File: config.mk
export PLATFORM = sky130hd
export DESIGN_NAME = befehls_cache
export DESIGN_NICKNAME = d
export VERILOG_FILES = /design/src/rtl/befehls_cache_pkg.sv /design/src/rtl/befehls_cache_speicher.sv /design/src/rtl/befehls_cache.sv
export SDC_FILE = /design/constraint.sdc
export NUM_CORES = 2
export LEC_CHECK = 0
export CELL_PAD_IN_SITES_DETAIL_PLACEMENT = 0
export CELL_PAD_IN_SITES_GLOBAL_PLACEMENT = 1
export CORE_MARGIN = 8
export CORE_UTILIZATION = 50
export CTS_CLUSTER_DIAMETER = 60
export DETAILED_ROUTE_END_ITERATION = 6
export HOLD_SLACK_MARGIN = 0.12
export PLACE_DENSITY = 0.83
export SYNTH_ARGS = -nofsm -noshare
export SYNTH_HDL_FRONTEND = slang
export SYNTH_SLANG_ARGS = --single-unit
File: constraint.sdc
create_clock -name Clock -period 3.7 [get_ports Clock]
set_input_delay 0.555 -clock Clock [delete_from_list [all_inputs] [get_ports Clock]]
set_output_delay 0.555 -clock Clock [all_outputs]
set_load 0.05 [all_outputs]
File: src/rtl/befehls_cache_pkg.sv
// Shared constants and state encoding for the befehls_cache instruction cache.
// One-hot states keep the BC request a single flop decode.
package befehls_cache_pkg;

    localparam int ADR_BITS       = 23;
    localparam int DATA_BITS      = 32;
    localparam int INDEX_BITS_STD = 6;

    typedef enum logic [3:0] {
        IDLE      = 4'b0001,
        VERGLEICH = 4'b0010,
        ANFRAGE   = 4'b0100,
        ANTWORT   = 4'b1000
    } zustand_t;

    function automatic int tag_breite(input int adr_bits, input int index_bits);
        return adr_bits - index_bits;
    endfunction

    function automatic int zeilen(input int index_bits);
        return 1 << index_bits;
    endfunction

endpackage

File: src/rtl/befehls_cache_speicher.sv
// Tag+data line store: one synchronous read port, one write port.
// Valid bits live in the parent so a flush can clear them in one cycle.
module befehls_cache_speicher
    import befehls_cache_pkg::*;
#(
    parameter int INDEX_BITS = INDEX_BITS_STD,
    parameter int TAG_BITS   = tag_breite(ADR_BITS, INDEX_BITS_STD)
) (
    input  logic                  Clock,
    input  logic                  lese_en,
    input  logic [INDEX_BITS-1:0] lese_index,
    output logic [TAG_BITS-1:0]   lese_tag,
    output logic [DATA_BITS-1:0]  lese_daten,
    input  logic                  schreib_en,
    input  logic [INDEX_BITS-1:0] schreib_index,
    input  logic [TAG_BITS-1:0]   schreib_tag,
    input  logic [DATA_BITS-1:0]  schreib_daten
);

    localparam int ZEILEN = zeilen(INDEX_BITS);

    logic [TAG_BITS+DATA_BITS-1:0] mem [ZEILEN];

    always_ff @(posedge Clock) begin
        if (schreib_en) begin
            mem[schreib_index] <= {schreib_tag, schreib_daten};
        end
    end

    // Output holds between reads so the compare can span two cycles.
    always_ff @(posedge Clock) begin
        if (lese_en) begin
            {lese_tag, lese_daten} <= mem[lese_index];
        end
    end

endmodule

File: src/rtl/befehls_cache.sv
// Direct-mapped read-only instruction cache in front of the RAM BC port.
// Optional hit/miss counters: define BC_STATISTIK_EN.
module befehls_cache #(
    parameter int INDEX_BITS = befehls_cache_pkg::INDEX_BITS_STD,
    parameter int ADR_BITS   = befehls_cache_pkg::ADR_BITS
) (
    input  logic                                   Clock,
    input  logic                                   Reset,
    input  logic                                   Lesen,
    input  logic [ADR_BITS-1:0]                    Adresse,
    input  logic                                   Leeren,
    output logic [befehls_cache_pkg::DATA_BITS-1:0] Daten,
    output logic                                   Bereit,
    output logic                                   BCLesen,
    output logic                                   BCSchreiben,
    output logic [ADR_BITS-1:0]                    BCAdresse,
    output logic [befehls_cache_pkg::DATA_BITS-1:0] BCDaten,
    input  logic [befehls_cache_pkg::DATA_BITS-1:0] RAMDaten,
    input  logic                                   BCFertig
`ifdef BC_STATISTIK_EN
    ,
    output logic [31:0]                            TrefferZahl,
    output logic [31:0]                            FehlerZahl
`endif
);

    import befehls_cache_pkg::*;

    localparam int TAG_BITS = tag_breite(ADR_BITS, INDEX_BITS);
    localparam int ZEILEN   = zeilen(INDEX_BITS);

    zustand_t zustand, naechster;

    logic [ADR_BITS-1:0]   adr_q;
    logic [ZEILEN-1:0]     gueltig;
    logic                  leeren_offen;
    logic                  pruefen_q;
    logic                  treffer_q;
    logic [TAG_BITS-1:0]   lese_tag;
    logic [DATA_BITS-1:0]  lese_daten;
    logic [INDEX_BITS-1:0] idx_q;
    logic [TAG_BITS-1:0]   tag_q;

    logic annehmen;
    logic flush;
    logic fuellen;
    logic treffer_jetzt;
    logic fehler_jetzt;

    assign idx_q = adr_q[INDEX_BITS-1:0];
    assign tag_q = adr_q[ADR_BITS-1:INDEX_BITS];

    assign flush    = (zustand == IDLE) && (leeren_offen || Leeren);
    assign annehmen = (zustand == IDLE) && !leeren_offen && !Leeren && Lesen;
    assign fuellen  = (zustand == ANFRAGE) && BCFertig;

    assign treffer_jetzt = (zustand == VERGLEICH) && pruefen_q && treffer_q;
    assign fehler_jetzt  = (zustand == VERGLEICH) && pruefen_q && !treffer_q;

    assign BCSchreiben = 1'b0;
    assign BCDaten     = '0;
    assign BCAdresse   = adr_q;

    befehls_cache_speicher #(
        .INDEX_BITS (INDEX_BITS),
        .TAG_BITS   (TAG_BITS)
    ) u_speicher (
        .Clock         (Clock),
        .lese_en       (annehmen),
        .lese_index    (Adresse[INDEX_BITS-1:0]),
        .lese_tag      (lese_tag),
        .lese_daten    (lese_daten),
        .schreib_en    (fuellen),
        .schreib_index (idx_q),
        .schreib_tag   (tag_q),
        .schreib_daten (RAMDaten)
    );

    always_ff @(posedge Clock or posedge Reset) begin
        if (Reset) begin
            zustand <= IDLE;
        end else begin
            zustand <= naechster;
        end
    end

    always_comb begin
        naechster = zustand;
        BCLesen   = 1'b0;
        unique case (1'b1)
            (zustand == IDLE): begin
                if (annehmen) naechster = VERGLEICH;
            end
            (zustand == VERGLEICH): begin
                if (pruefen_q) naechster = treffer_q ? IDLE : ANFRAGE;
            end
            (zustand == ANFRAGE): begin
                BCLesen = 1'b1;
                if (BCFertig) naechster = ANTWORT;
            end
            (zustand == ANTWORT): begin
                naechster = IDLE;
            end
            default: naechster = IDLE;
        endcase
    end

    // First VERGLEICH cycle registers the tag compare off the array output.
    always_ff @(posedge Clock or posedge Reset) begin
        if (Reset) begin
            adr_q        <= '0;
            gueltig      <= '0;
            leeren_offen <= 1'b0;
            pruefen_q    <= 1'b0;
            treffer_q    <= 1'b0;
            Daten        <= '0;
            Bereit       <= 1'b0;
        end else begin
            Bereit    <= 1'b0;
            pruefen_q <= (zustand == VERGLEICH) && !pruefen_q;
            treffer_q <= gueltig[idx_q] && (lese_tag == tag_q);
            if (annehmen) begin
                adr_q <= Adresse;
            end
            if (flush) begin
                gueltig      <= '0;
                leeren_offen <= 1'b0;
            end else if (Leeren) begin
                leeren_offen <= 1'b1;
            end
            if (fuellen) begin
                gueltig[idx_q] <= 1'b1;
                Daten          <= RAMDaten;
            end
            if (treffer_jetzt) begin
                Daten  <= lese_daten;
                Bereit <= 1'b1;
            end
            if (zustand == ANTWORT) begin
                Bereit <= 1'b1;
            end
        end
    end

`ifdef BC_STATISTIK_EN
    always_ff @(posedge Clock or posedge Reset) begin
        if (Reset) begin
            TrefferZahl <= '0;
            FehlerZahl  <= '0;
        end else begin
            if (treffer_jetzt && (TrefferZahl != '1)) begin
                TrefferZahl <= TrefferZahl + 32'd1;
            end
            if (fehler_jetzt && (FehlerZahl != '1)) begin
                FehlerZahl <= FehlerZahl + 32'd1;
            end
        end
    end
`endif

endmodule

After elaboration in Yosys (flattened, before gate mapping)
Memory sizes are Yosys's and may differ from the RTL's. A register that Yosys moved wholly into a read port is not among the register bits.
Index checks and enable logic that the tools add are counted.
{"block": "op_classes", "n_lt_le_gt_ge": 2, "eq_ne": 8, "mux": 20, "bitwise": 1, "n_reduce_logical": 17}
{"op": "$mux W64", "n": 2}
{"op": "$mux W32", "n": 2}
{"op": "$or A64 B64 Y64", "n": 1}
{"op": "$eq A17 B17 Y1", "n": 1}
{"op": "$mux W4", "n": 3}
{"op": "$pmux W4 S3", "n": 1}
{"op": "$logic_and A1 B1 Y1", "n": 10}
{"op": "$mux W1", "n": 9}
{"op": "$lt A6 B7 Y1 const B", "n": 1}
{"op": "$bmux W1 S6", "n": 1}
{"op": "$demux W1 S6", "n": 1}
{"op": "$ge A6 B1 Y1 const B", "n": 1}
{"op": "$ne A2 B2 Y1 const B", "n": 3}
{"op": "$eq A4 B1 Y1 const B", "n": 1}
{"op": "$eq A4 B2 Y1 const B", "n": 1}
{"op": "$eq A4 B3 Y1 const B", "n": 1}
{"op": "$eq A4 B4 Y1 const B", "n": 1}
{"op": "$reduce_bool A2 Y1", "n": 2}
{"op": "$logic_not A1 Y1", "n": 3}
{"op": "$mux W3", "n": 1}
{"op": "$reduce_and A3 Y1", "n": 1}
{"op": "$logic_or A1 B1 Y1", "n": 1}
{"block": "totals", "regBits": 127, "ram_bits": 3136, "inputBits": 60, "output_inout_bits": 90, "elab_cells": 57, "n_memories": 1}
{"memory": "u_speicher.mem", "depth": 64, "word_bits": 49, "rd": 1, "rd_ports_with_merged_regs": 1, "wr": 1, "line_no": "befehls_cache_speicher.sv:22", "text": "logic [TAG_BITS+DATA_BITS-1:0] mem [ZEILEN];"}

Longest topological paths before layout
{"block": "depth", "word_depth": 6, "depth_mapped": 10, "depth_no_buf": 6}

By module
A second synthesis with hierarchy kept.
{"block": "unflattened", "cells_unflattened": 5885, "hier_area_um2": 126418.7}
{"module": "befehls_cache_speicher", "n_inst": 1, "cells_per_inst": 5283, "area_each_um2": 120483.1, "seq_area_each_um2": 95641.7}
{"module": "befehls_cache", "n_inst": 1, "cells_per_inst": 602, "area_each_um2": 5935.7, "seq_area_each_um2": 3179.3}

Worst setup path before layout
No wires, ideal clock.
{"block": "synth_path", "kind": "register to register", "start": "register zustand[0]", "end": "memory u_speicher.mem[24][0] (netlist bit), enable pin", "setup_time_ns": 0.457, "arrival_ns": 4.690, "required_time_ns": 3.242, "setup_slack_ns": -1.448, "path_stages_with_launch": 8, "n_path_buf": 3, "synth_period_minus_slack_ns": 5.148, "cell_sequence": "dfstp_2 > clkbuf_1 > nor3_1 > and2_1 > clkbuf_1 > buf_2 > nand3b_1 > nor2_1"}
{"block": "synth_between", "elab_chain_len": 4}
{"element": "from (decl)", "line_no": "befehls_cache.sv:32", "text": "zustand_t zustand, naechster;"}
{"element": "from (signal assigned)", "line_no": "befehls_cache.sv:83", "text": "zustand <= naechster;"}
{"element": "$eq A4 B3 Y1", "line_no": "befehls_cache.sv:55", "text": "assign fuellen = (zustand == ANFRAGE) && BCFertig;"}
{"element": "$logic_and A1 B1 Y1", "line_no": "befehls_cache.sv:55"}
{"element": "$mux W1", "line_no": "befehls_cache_speicher.sv:25", "text": "if (schreib_en) begin"}
{"element": "$mux W1 (not written as such)", "line_no": "befehls_cache_speicher.sv:26", "text": "mem[schreib_index] <= {schreib_tag, schreib_daten};"}
{"element": "to (decl)", "line_no": "befehls_cache_speicher.sv:22"}
No other way between the ends.

Final worst setup path
{"block": "layout_path", "start": "register adr_q[17], in the netlist BCAdresse[17]", "end": "output BCAdresse[17]"}
{"element": "from (decl)", "line_no": "befehls_cache.sv:34", "text": "logic [ADR_BITS-1:0] adr_q;"}
{"element": "from (signal assigned)", "line_no": "befehls_cache.sv:123", "text": "adr_q <= Adresse;"}
{"element": "to (decl)", "line_no": "befehls_cache.sv:16", "text": "output logic [ADR_BITS-1:0] BCAdresse,"}
No word-level cell between the ends.

==> results.tsv <==
stage	metric	value	unit
routing	Iter 0 DRT Violations	10970	
cells_and_area	register area	98840	um^2
floorplanning	die width	519.0	um
synthesis	Mapped Cells	5507	
sta	Least-Margin Pin Slew	1203	ps
routing	# DRC	0	
sta	fin. max-slew vios	0	
sta	min Tclk post-route	3457	ps
run	Max-Cap Viols	0	
floorplanning	Total Die Area	269300	um^2
routing	drt total wl	372.1	mm
worst_setup_path	endpoint class of the critical path	output pin	
worst_setup_path	worst setup path class	register to output pin	
sta	setup ws final	243.3	ps
sta	total negative slack	0	ps
cells_and_area	layout cells sized above 1	30.01	%
synthesis	Yosys cell types	48	
synthesis	Synth Register Bits	3312	
sta	Worst Skew	105.6	ps
routing	via-per-instance ratio	6.834	
global_routing	antenna violations before repair	18	
cells_and_area	fillers	17168	
sta	Slew HR	19.82	%
routing	wire per inst	38.73	um
routing	total length of routed met2 wires	173.6	mm
cells_and_area	commonest non-fill, non-tap cell in the layout	edfxtp_1	
synthesis	Syn Std Cell Area	126500	um^2
placement	HPWL after DPL	191.2	mm
clock_network	Inserted Clock Buffers	337	
cells_and_area	Area Growth Syn to Fin	15.27	%
synthesis	syn avg cell area	22.97	um^2
sta	Setup-failing EPs final	0	
clock_network	CTS H-tree lvls	5	
cells_and_area	final instance area	145800	um^2
routing	met3 WL post-DR	49.62	mm
floorplanning	Initial Util	50.31	%
clock_network	latest clock arrival within the worst-skew pair	990	ps
status	status	finished, final reports clean	
worst_setup_path	CP Data Arrival Time	2900	ps
routing	DR top layer	met5	
cells_and_area	fin cells	9607	
worst_setup_path	Startpoint Class	register	
sta	period utilization	93.42	%
routing	vias post-DR	65657	
cells_and_area	Nets	6080	
clock_network	clk sinks	3312	
placement	Placer Congestion	0.8132	
cells_and_area	area taken by multi-input logic gates	26650	um^2
sta	final hold viol count	0	
min_path	HP Class	primary input to register	
clock_network	deepest clock path buffer count	4	
routing	post-route ant nets	0	
power_and_ir_drop	VDD IR max	0.5140	mV
routing	drt first pass iters	6	
power_and_ir_drop	P_leak	47.20	nW
floorplanning	io pins	150	
sta	RSZ-0062 raised after global routing	false	
clock_network	CTS root buffer	clkbuf_16	
synthesis	number of synthesized flops with an enable pin	3185	
min_path	cell depth of the worst hold path	3	
power_and_ir_drop	Pwr Density	573.1	nW/um^2
global_routing	pin count of the biggest net entering global routing	67	
placement	DP Worst Slack	471.1	ps
worst_setup_path	r2r worst-path depth	6	
cells_and_area	commonest non-fill, non-tap cells in the layout	edfxtp_1 (3185), mux4_2 (853), clkbuf_16 (344)	
clock_network	Clock Pin Slew Worst Setup and Hold Paths	60	ps
routing	routed metal-1 wirelength	127.1	mm
worst_setup_path	largest fanout on the critical path	66	
floorplanning	Die H	519.0	um
clock_network	CTS tree	done	
global_routing	vias in the first global route	65405	
floorplanning	Core Area	251400	um^2
global_routing	GRT Util Overall	27.01	%
global_routing	GR Overflow Total	0	
global_routing	wire length of the first global-routing pass	511.6	mm
placement	dpl cells	9023	
synthesis	Post-synth top flop	edfxtp_1	
sta	fmax	289.3	MHz
placement	Post-DP Area	135200	um^2
floorplanning	Rows	184	
synthesis	Seq/Total Area, Yosys	78.13	%
worst_setup_path	Data required, critical path	3140	ps
placement	I/O Buffers	116	
synthesis	Synth async-reset ratio	3.835	%
synthesis	Yosys warnings	0	
==> critical path, stage by stage (launching register included) <==
cell and delay, ps:
dfrtp_2 420, buf_4 510, clkdlybuf4s50_1 940
==> cell usage after synthesis (3+ instances only) <==
cell | number | share of area [%]
buf_1 | 36 | 0.11
a21oi_1 | 16 | 0.063
nand2b_1 | 4 | 0.020
nor4b_1 | 3 | 0.021
buf_4 | 64 | 0.38
a21o_1 | 64 | 0.38
nor2_1 | 93 | 0.28
buf_2 | 103 | 0.41
a221oi_1 | 20 | 0.14
and2_1 | 4 | 0.020
nand2_1 | 228 | 0.68
mux2_2 | 78 | 0.69
o31ai_1 | 16 | 0.095
buf_6 | 3 | 0.027
nand3_1 | 8 | 0.032
nor3_1 | 7 | 0.028
nor2b_1 | 14 | 0.069
o221ai_1 | 6 | 0.042
a22o_1 | 19 | 0.13
nand4_1 | 3 | 0.015
clkbuf_1 | 132 | 0.39
xnor2_1 | 14 | 0.097
mux4_2 | 853 | 15
a22oi_1 | 76 | 0.45
a31oi_1 | 3 | 0.015
edfxtp_1 | 3185 | 76
a211oi_1 | 32 | 0.19
nand3b_1 | 8 | 0.047
o21ai_0 | 43 | 0.17
mux2i_1 | 138 | 1.1
xor2_1 | 4 | 0.028
a221o_1 | 24 | 0.19
inv_1 | 8 | 0.024
o22ai_1 | 53 | 0.26
dfrtp_1 | 126 | 2.5
==> registers in the layout, summed over array words and instances (netlist names) <==
| signal | flops |
|---|---|
| pruefen_q | 1 |
| u_speicher.lese_daten | 32 |
| leeren_offen | 1 |
| treffer_q | 1 |
| gueltig | 64 |
| u_speicher.mem | 3136 |
| Daten | 32 |
| Bereit | 1 |
| zustand | 4 |
| u_speicher.lese_tag | 17 |
| BCAdresse | 23 |
==> per-stage QoR <==
stage | util [%] | total power (W) | hold slack (ps)
finish | 57.99 | 0.08355 | 131.3
global route | 57.99 | 0.08536 | 156.4
CTS | 57.99 | 0.08364 | 120.4
detailed placement | 53.76 | 0.05089 | 458.7
global placement | 53.76 | 0.05065 | 451.2
floorplan | - | 0.04806 | 438.4
==> layer usage <==
metal  global-route usage [%]  up-vias
met3                    7.373     1155
met4                    12.79       18
met2                    42.46     5756
met1                    35.39    34429
met5                        0        -
li1                         -    24299
==> path summary, 6_finish.rpt <==
path	from	to	slack, ps
worst max-delay path	BCAdresse[17]	BCAdresse[17]	240
worst min-delay path	Adresse[7]	BCAdresse[7]	130
worst max register to register	BCAdresse[1]	u_speicher.mem[18][5]	690
worst min register to register	gueltig[0]	gueltig[0]	470
max in group asynchronous	Reset	BCAdresse[6]	2370
min in group asynchronous	Reset	gueltig[56]	570
==> cell type report <==
class | instances | area share [%]
diodes | 4 | 0.006865
clock buffers | 403 | 6.056
clock inverters | 171 | 1.189
inverters | 8 | 0.02489
multi-input cells | 1881 | 18.28
flip-flops and latches | 3312 | 67.80
well taps | 3348 | 2.873
repair buffers | 480 | 3.778
==> power by group <==
| part | total, W | switching (W) | internal, W |
|---|---|---|---|
| clock network | 0.0333 | 0.0139 | 0.0193 |
| logic | 0.00663 | 0.00460 | 0.00203 |
| registers | 0.0437 | 0.000726 | 0.0429 |
==> cells by family after synthesis <==
group           after synthesis  share of synthesized area (%)
mux                        1069                          16.97
flops                      3312                          78.13
other cells                   1                       0.002965
buf+inv                     346                          1.336
compound gates              377                          2.161
simple gates                384                          1.270
xor+xnor                     18                         0.1246
==> repair_timing <==
| action | 4_1_cts | 5_1_grt |
|---|---|---|
| endpoints found under the hold margin | 101 | 0 |
| setup buffers | 0 | 0 |
| resized for setup | 0 | 0 |
| hold buffers | 6 | 0 |
Note: power is estimated with default switching activity, not from simulation.
